==> config.mk <==
export PLATFORM = sky130hd
export DESIGN_NAME = mult_share_arb_flat
export DESIGN_NICKNAME = d
export VERILOG_FILES = /design/src/rtl/mult_share_arb_if.sv /design/src/rtl/mult_share_arb.sv /design/src/flat_wrapper.sv
export SDC_FILE = /design/constraint.sdc
export NUM_CORES = 1
export LEC_CHECK = 0
export CORE_MARGIN = 2
export CORE_UTILIZATION = 36
export DETAILED_ROUTE_END_ITERATION = 10
export PLACE_DENSITY = 0.84
export SETUP_SLACK_MARGIN = 0.1
export SLEW_MARGIN = 5
export SYNTH_ARGS = -nofsm -noshare
export SYNTH_HDL_FRONTEND = slang
export SYNTH_SLANG_ARGS = --single-unit
==> constraint.sdc <==
create_clock -name clk -period 1.9 [get_ports clk]
set_clock_uncertainty 0.2 [all_clocks]
set_input_delay 0.19 -clock clk [delete_from_list [all_inputs] [get_ports clk]]
set_output_delay 0.19 -clock clk [all_outputs]
set_load 0.02 [all_outputs]
==> src/rtl/mult_share_arb_if.sv <==
// Operand, shared-multiplier and result signals of the mult_share_arb block.
// master: the arbiter side; slave: the requesters, multiplier and consumer side.
interface mult_share_arb_if #(
  parameter int M    = 4,
  parameter int N    = 4,
  parameter int NREQ = 2
);
  localparam int IDW = $clog2(NREQ);

  logic [NREQ-1:0]   req_valid;
  logic [NREQ-1:0]   req_ready;
  logic [NREQ*M-1:0] req_a;
  logic [NREQ*N-1:0] req_b;
  logic [M-1:0]      mul_a;
  logic [N-1:0]      mul_b;
  logic [M+N-1:0]    mul_p;
  logic              rsp_valid;
  logic              rsp_ready;
  logic [M+N-1:0]    rsp_product;
  logic [IDW-1:0]    rsp_id;
  logic              busy;

  modport master (
    input  req_valid, req_a, req_b, mul_p, rsp_ready,
    output req_ready, mul_a, mul_b, rsp_valid, rsp_product, rsp_id, busy
  );

  modport slave (
    output req_valid, req_a, req_b, mul_p, rsp_ready,
    input  req_ready, mul_a, mul_b, rsp_valid, rsp_product, rsp_id, busy
  );
endinterface

==> src/rtl/mult_share_arb.sv <==
// Round-robin share of one combinational multiplier; accept->rsp_valid visible after 2 edges.
// Backpressure: response held until rsp_ready; no request is accepted until it is taken.
module mult_share_arb #(
  parameter int M    = 4,
  parameter int N    = 4,
  parameter int NREQ = 2
) (
  input logic              clk,
  input logic              rst_n,
  mult_share_arb_if.master bus
);
  localparam int IDW = $clog2(NREQ);
  localparam logic [IDW-1:0] LAST_ID = IDW'(NREQ - 1);
  localparam logic [IDW:0]   NREQ_W  = (IDW + 1)'(NREQ);

  typedef enum logic [1:0] {IDLE, CALC, RESP} state_t;

  state_t            state, state_nxt;
  logic [IDW-1:0]    rr_ptr, gnt_id, gnt_off, id_q;
  logic              gnt_vld, accept, rsp_take;
  logic [2*NREQ-1:0] vld_dbl;
  logic [NREQ-1:0]   vld_rot, req_ready_c;
  logic [IDW:0]      gnt_sum;
  logic [M-1:0]      a_sel, mul_a_q;
  logic [N-1:0]      b_sel, mul_b_q;
  logic [M+N-1:0]    prod_q;
  logic              rsp_vld_q;

  // Rotate the valids so bit 0 is the requester at rr_ptr; first set bit wins.
  assign vld_dbl = {bus.req_valid, bus.req_valid};
  assign vld_rot = vld_dbl[rr_ptr +: NREQ];

  always_comb begin
    gnt_vld = 1'b0;
    gnt_off = '0;
    for (int i = NREQ - 1; i >= 0; i--) begin
      if (vld_rot[i]) begin
        gnt_vld = 1'b1;
        gnt_off = IDW'(i);
      end
    end
  end

  assign gnt_sum = {1'b0, rr_ptr} + {1'b0, gnt_off};
  assign gnt_id  = (gnt_sum >= NREQ_W) ? IDW'(gnt_sum - NREQ_W) : gnt_sum[IDW-1:0];

  always_comb begin
    a_sel = '0;
    b_sel = '0;
    for (int i = 0; i < NREQ; i++) begin
      if (gnt_id == IDW'(i)) begin
        a_sel = bus.req_a[i*M +: M];
        b_sel = bus.req_b[i*N +: N];
      end
    end
  end

  always_ff @(posedge clk) begin
    if (!rst_n) state <= IDLE;
    else        state <= state_nxt;
  end

  assign rsp_take = rsp_vld_q & bus.rsp_ready;

  always_comb begin
    state_nxt   = state;
    req_ready_c = '0;
    accept      = 1'b0;
    case (state)
      IDLE: begin
        if (gnt_vld && rst_n) begin
          req_ready_c = NREQ'(1) << gnt_id;
          accept      = 1'b1;
          state_nxt   = CALC;
        end
      end
      CALC:    state_nxt = RESP;
      RESP:    if (rsp_take) state_nxt = IDLE;
      default: state_nxt = IDLE;
    endcase
  end

  always_ff @(posedge clk) begin
    if (!rst_n) begin
      rr_ptr    <= '0;
      mul_a_q   <= '0;
      mul_b_q   <= '0;
      prod_q    <= '0;
      id_q      <= '0;
      rsp_vld_q <= 1'b0;
    end else begin
      if (accept) begin
        mul_a_q <= a_sel;
        mul_b_q <= b_sel;
        id_q    <= gnt_id;
        rr_ptr  <= (gnt_id == LAST_ID) ? '0 : gnt_id + 1'b1;
      end
      if (state == CALC) begin
        prod_q    <= bus.mul_p;
        rsp_vld_q <= 1'b1;
      end else if (rsp_take) begin
        rsp_vld_q <= 1'b0;
      end
    end
  end

  assign bus.req_ready   = req_ready_c;
  assign bus.mul_a       = mul_a_q;
  assign bus.mul_b       = mul_b_q;
  assign bus.rsp_valid   = rsp_vld_q;
  assign bus.rsp_product = prod_q;
  assign bus.rsp_id      = id_q;
  assign bus.busy        = (state != IDLE);
endmodule

==> src/flat_wrapper.sv <==
// flat-port wrapper written by rule: the top's interface ports become plain ports
module mult_share_arb_flat 
#(
  parameter int M    = 4,
  parameter int N    = 4,
  parameter int NREQ = 2
)
  (clk, rst_n, bus_req_valid, bus_req_a, bus_req_b, bus_mul_p, bus_rsp_ready, bus_req_ready, bus_mul_a, bus_mul_b, bus_rsp_valid, bus_rsp_product, bus_rsp_id, bus_busy);
  mult_share_arb_if #(.M(M), .N(N), .NREQ(NREQ)) bus_i ();
  input logic clk;
  input logic rst_n;
  input wire logic [$bits(bus_i.req_valid)-1:0] bus_req_valid;
  input wire logic [$bits(bus_i.req_a)-1:0] bus_req_a;
  input wire logic [$bits(bus_i.req_b)-1:0] bus_req_b;
  input wire logic [$bits(bus_i.mul_p)-1:0] bus_mul_p;
  input wire logic [$bits(bus_i.rsp_ready)-1:0] bus_rsp_ready;
  output wire logic [$bits(bus_i.req_ready)-1:0] bus_req_ready;
  output wire logic [$bits(bus_i.mul_a)-1:0] bus_mul_a;
  output wire logic [$bits(bus_i.mul_b)-1:0] bus_mul_b;
  output wire logic [$bits(bus_i.rsp_valid)-1:0] bus_rsp_valid;
  output wire logic [$bits(bus_i.rsp_product)-1:0] bus_rsp_product;
  output wire logic [$bits(bus_i.rsp_id)-1:0] bus_rsp_id;
  output wire logic [$bits(bus_i.busy)-1:0] bus_busy;
  assign bus_i.req_valid = bus_req_valid;
  assign bus_i.req_a = bus_req_a;
  assign bus_i.req_b = bus_req_b;
  assign bus_i.mul_p = bus_mul_p;
  assign bus_i.rsp_ready = bus_rsp_ready;
  assign bus_req_ready = bus_i.req_ready;
  assign bus_mul_a = bus_i.mul_a;
  assign bus_mul_b = bus_i.mul_b;
  assign bus_rsp_valid = bus_i.rsp_valid;
  assign bus_rsp_product = bus_i.rsp_product;
  assign bus_rsp_id = bus_i.rsp_id;
  assign bus_busy = bus_i.busy;
  mult_share_arb #(.M(M), .N(N), .NREQ(NREQ)) u_core (.clk(clk), .rst_n(rst_n), .bus(bus_i));
endmodule
After elaboration in Yosys (flattened, before gate mapping). Cells that the tools add are included.

Register bits after elaboration: 21. Logic and storage cells: 39.

Equal/unequal tests: 4. Shift operators: 2. Multiplexer cells: 16. Add/subtract/negate cells: 3. Bitwise logic cells: 1. Reduce and logical (&&, ||, !) cells: 5. Magnitude comparators: 1.

Operators with widths (number): $mux W1 (9); $mux W2 (4); $mux W4 (2); $pmux W2 S3 (1); $ne A2 B1 Y1 const B (2); $reduce_bool A2 Y1 (2); $shiftx A4 B2 Y2 (1); $add A1 B1 Y2 (1); $eq A2 B1 Y1 const B (1); $eq A2 B2 Y1 const B (1); $ge A2 B2 Y1 const B (1); $logic_not A2 Y1 (1); $reduce_and A2 Y1 (1); $shl A1 B1 Y2 const A (1); $add A1 B1 Y1 const B (1); $and A1 B1 Y1 (1); $logic_and A1 B1 Y1 (1); $sub A1 B1 Y1 const B (1).

Logic depth before layout (Yosys ltp).
Depth in word-level cells: 9. Gate-level depth with buffers: 5.

Least setup slack after synthesis. OpenSTA, ideal clock, no wires.

Path type: reg-to-reg. Start point: register u_core.state[1]. End point: register u_core.id_q (netlist: u_core.bus.rsp_id). Stages on the path, launching flop included: 6. Setup slack: 0.320 ns. Path buffers: 1. Data arrival time: 1.256 ns. Data required time: 1.576 ns. Clock period less this slack: 1.580 ns. Cell sequence: dfxtp_1 > or2_4 > nor3b_4 > buf_6 > and2_1 > nor2_1.

Cells in the longest elaborated chain, start to end: 2.

RTL lines: from (decl) (RTL line mult_share_arb.sv:18) `state_t state, state_nxt;`; from (signal assigned) (RTL line mult_share_arb.sv:60) `else state <= state_nxt;`; $logic_not A2 Y1 (RTL line mult_share_arb.sv:69) `case (state)`; $mux W1 (RTL line mult_share_arb.sv:69); to (signal assigned) (RTL line mult_share_arb.sv:95) `id_q <= gnt_id;`; to (decl) (RTL line mult_share_arb.sv:19) `logic [IDW-1:0] rr_ptr, gnt_id, gnt_off, id_q;`.

Every way passes these cells. A chain may end at the register's enable or synchronous reset.

Worst setup path after layout.
Start point: register u_core.state[0]. End point: output bus_req_ready[0].

Cells in the longest elaborated chain, start to end: 2.

RTL lines: $logic_not A2 Y1 (RTL line mult_share_arb.sv:69); $mux W2 (RTL line mult_share_arb.sv:69); to (decl) (RTL line flat_wrapper.sv:17) `output wire logic [$bits(bus_i.req_ready)-1:0] bus_req_ready;`.

Every way passes these cells.

==> qor.yml <==
status:
  status: "finished clean"
floorplan:
  start_util: 0.3821
  rows: 17
  fp.dieH_um: 52.69
  die_w_um: 52.69
  core_sq_mm: 0.002233
  die_area_sq_mm: 0.002776
  io-pin-count: 50
timing:
  rsz0062_at_grt: "true"
  max_slew_margin: 0.8226
  fin_crit_sh: 0.9422
  finalHoldViolCount: 0
  min_period_ns: 1.790
  maxSlewViolCount: 0
  timing.setup.tns_ns: 0
  worst_slew_pin_slew_ns: 0.2655
  max_freq_mhz: 558.6
  setup_viol: 0
cells_and_area:
  nFillCells: 201
  final_cell_area_sq_mm: 0.001431
  final_layout_size_suffix_gt1_frac: 0.1083
  nets: 187
  area_delta_synth_final_pct: 67.74
  antenna_cells: 0
worst_setup_path:
  crit_cells: 4
  crit_type: "reg2out"
  crit_chain: "or2_4, nor3b_4, and2_4, buf_6"
  critPathSlowestCell: "dfxtp_1"
  cp_top_family: "simple AND/OR/NAND/NOR gates"
  required_ns: 1.51
  cpPeakStageDelay_ns: 0.33
  regToRegSetupSlack_ns: 0.34
  critPathMaxFanout: 3
  arrival_ns: 1.40
  reg2reg_depth: 5
  worstSetupStartpointType: "flip-flop"
  end_kind: "output port"
  crit_buf_inv: 1
synth:
  synth_cells: 103
  seq_area_frac_synth: 0.4927
  synth.avg_cell_area_sq_um: 8.285
  synth_seq_cells: 21
  ys_warn_count: 0
  synth.net_count: 132
  synth_area_sq_um: 853.3
  synth_cell_type_count: 20
drt:
  drtIter0Drc: 7
  drc: 0
  ant_nets: 0
  wl_um: 2192
  viasPerCell: 4.773
  drtPass1Iterations: 4
  num_vias: 883
  wl_per_cell_um: 11.85
placement:
  gp_routability_congestion: 0.7320
  portBuffers: 49
  placed_cell_area_sq_mm: 0.001398
  dp_hpwl_um: 1713
cts:
  ctsHoldBuffers: 0
  root_buffer: "clkbuf_4"
  tritoncts: "yes"
  clk_path_buf_depth: 2
  path_clk_slew_ns: 0.12
  ctsHtreeMaxLevel: 1
  cts_buffers: 3
  clock_latency_ns: 0.29
  cts_sinks: 21
grt:
  track_usage: 0.1682
  grt_pass1_wl_um: 3463
  gr-total-overflow: 0
  grt_max_degree: 21
  antenna_found_initial: 0
  first_global_vias: 843
pwr:
  powerDensity_mw_per_mm2: 730.3
  irDropWorstVdd_v: 0.0003761
  p_leak_nw: 0.5595
job:
  cap_violations: 0
min_path:
  hold_class: "in2reg"
  hold_depth: 3
## final cells by class
cell class                 count  area [sq um]  area share
clock buffer                   4         26.28     0.01836
inverter                       1         3.754    0.002622
timing repair buffer          56         544.3      0.3802
sequential                    21         421.7      0.2946
tap                           28         35.03     0.02448
multi-input combinational     75         400.4      0.2797
## tightest hold or removal path: cells and delay by family
kind	cells	cell delay, ns
buf+inv	1	0.40
simple gates	1	0.05
compound gates	1	0.06
## logic make-up (layout without fill, tap and decap cells)
family / Yosys count / after routing / synth area share
AO/OA/AOI/OAI: 31 / 31 / 0.2287
buffers and inverters: 7 / 61 / 0.04398
flip-flops: 21 / 21 / 0.4927
AND/OR/NAND/NOR: 44 / 44 / 0.2346
## per-layer routing
layer  GRT usage  up-vias  share of wire
met4     0.03846        0              0
met1      0.1751      387           0.38
met3     0.05429        0           0.11
li1            -      453              -
met2      0.3208       43           0.51
met5           0        -              0
## cells in the final DEF (no fill, tap or decap), types with 2 or more instances in the layout
cell	synthesis	layout
nor2_1	3	3
dfxtp_1	21	20
buf_4	1	7
a31oi_1	8	8
clkdlybuf4s50_1	0	46
nor2b_1	3	3
clkbuf_4	0	3
o21a_1	2	2
buf_6	1	2
o21ai_1	9	9
a21boi_0	8	8
nand2_1	33	33
and2_4	0	2
## worst paths after layout
| kind | from | endpoint |
|---|---|---|
| setup / recovery | u_core.state[0] | bus_req_ready[0] |
| hold / removal | bus_mul_p[5] | u_core.bus.rsp_product[5] |
| hold reg to reg | u_core.bus.rsp_product[6] | u_core.bus.rsp_product[6] |
| setup reg to reg | u_core.state[0] | u_core.bus.mul_b[0] |
## stage by stage
step	util	hold WS [ns]	power, mW	std cells	setup slack, ns
2_1_floorplan	-	0.1349	0.6695	103	0.3202
5_1_grt	0.6409	0.2402	1.101	185	0.02555
3_5_place_dp	0.6258	0.2572	0.8418	181	-0.2902
3_3_place_gp	0.6258	0.2487	0.8337	181	-0.2640
6_report	0.6409	0.2416	1.045	185	0.1099
4_1_cts	0.6359	0.2379	1.046	185	0.09775
## power by group
part	switching, mW	internal [mW]	leakage (nW)
clock network	0.131	0.0816	0.0150
logic	0.153	0.178	0.372
registers	0.0205	0.481	0.173
## registers in the layout, indices dropped and copies added (netlist names)
signal and count:
u_core.bus.mul_a 4, u_core.bus.mul_b 4, u_core.bus.rsp_id 1, u_core.bus.rsp_product 8, u_core.bus.rsp_valid 1, u_core.rr_ptr 1, u_core.state 2
## timing repair
| item | 4_1_cts | 5_1_grt |
|---|---|---|
| pin swaps | 0 | 3 |
| buffers inserted | 0 | 0 |
| endpoints found under the hold margin | 0 | 0 |
| setup endpoints to repair | 3 | 2 |
| gates resized for setup | 12 | 4 |
## cell usage after synthesis
cell / instances / area share
nand2_1: 33 / 0.15
dfxtp_1: 21 / 0.49
o21ai_1: 9 / 0.053
a21boi_0: 8 / 0.070
a31oi_1: 8 / 0.059
clkbuf_1: 4 / 0.018
nor2_1: 3 / 0.013
nor2b_1: 3 / 0.022
and2_1: 2 / 0.015
o21a_1: 2 / 0.018
a211oi_1: 1 / 0.0088
a21o_1: 1 / 0.0088
a21oi_1: 1 / 0.0059
buf_4: 1 / 0.0088
buf_6: 1 / 0.013
inv_1: 1 / 0.0044
nand2b_1: 1 / 0.0073
nor3b_4: 1 / 0.022
o21ai_0: 1 / 0.0059
or2_4: 1 / 0.010
Power figures use the tool's default switching activity.
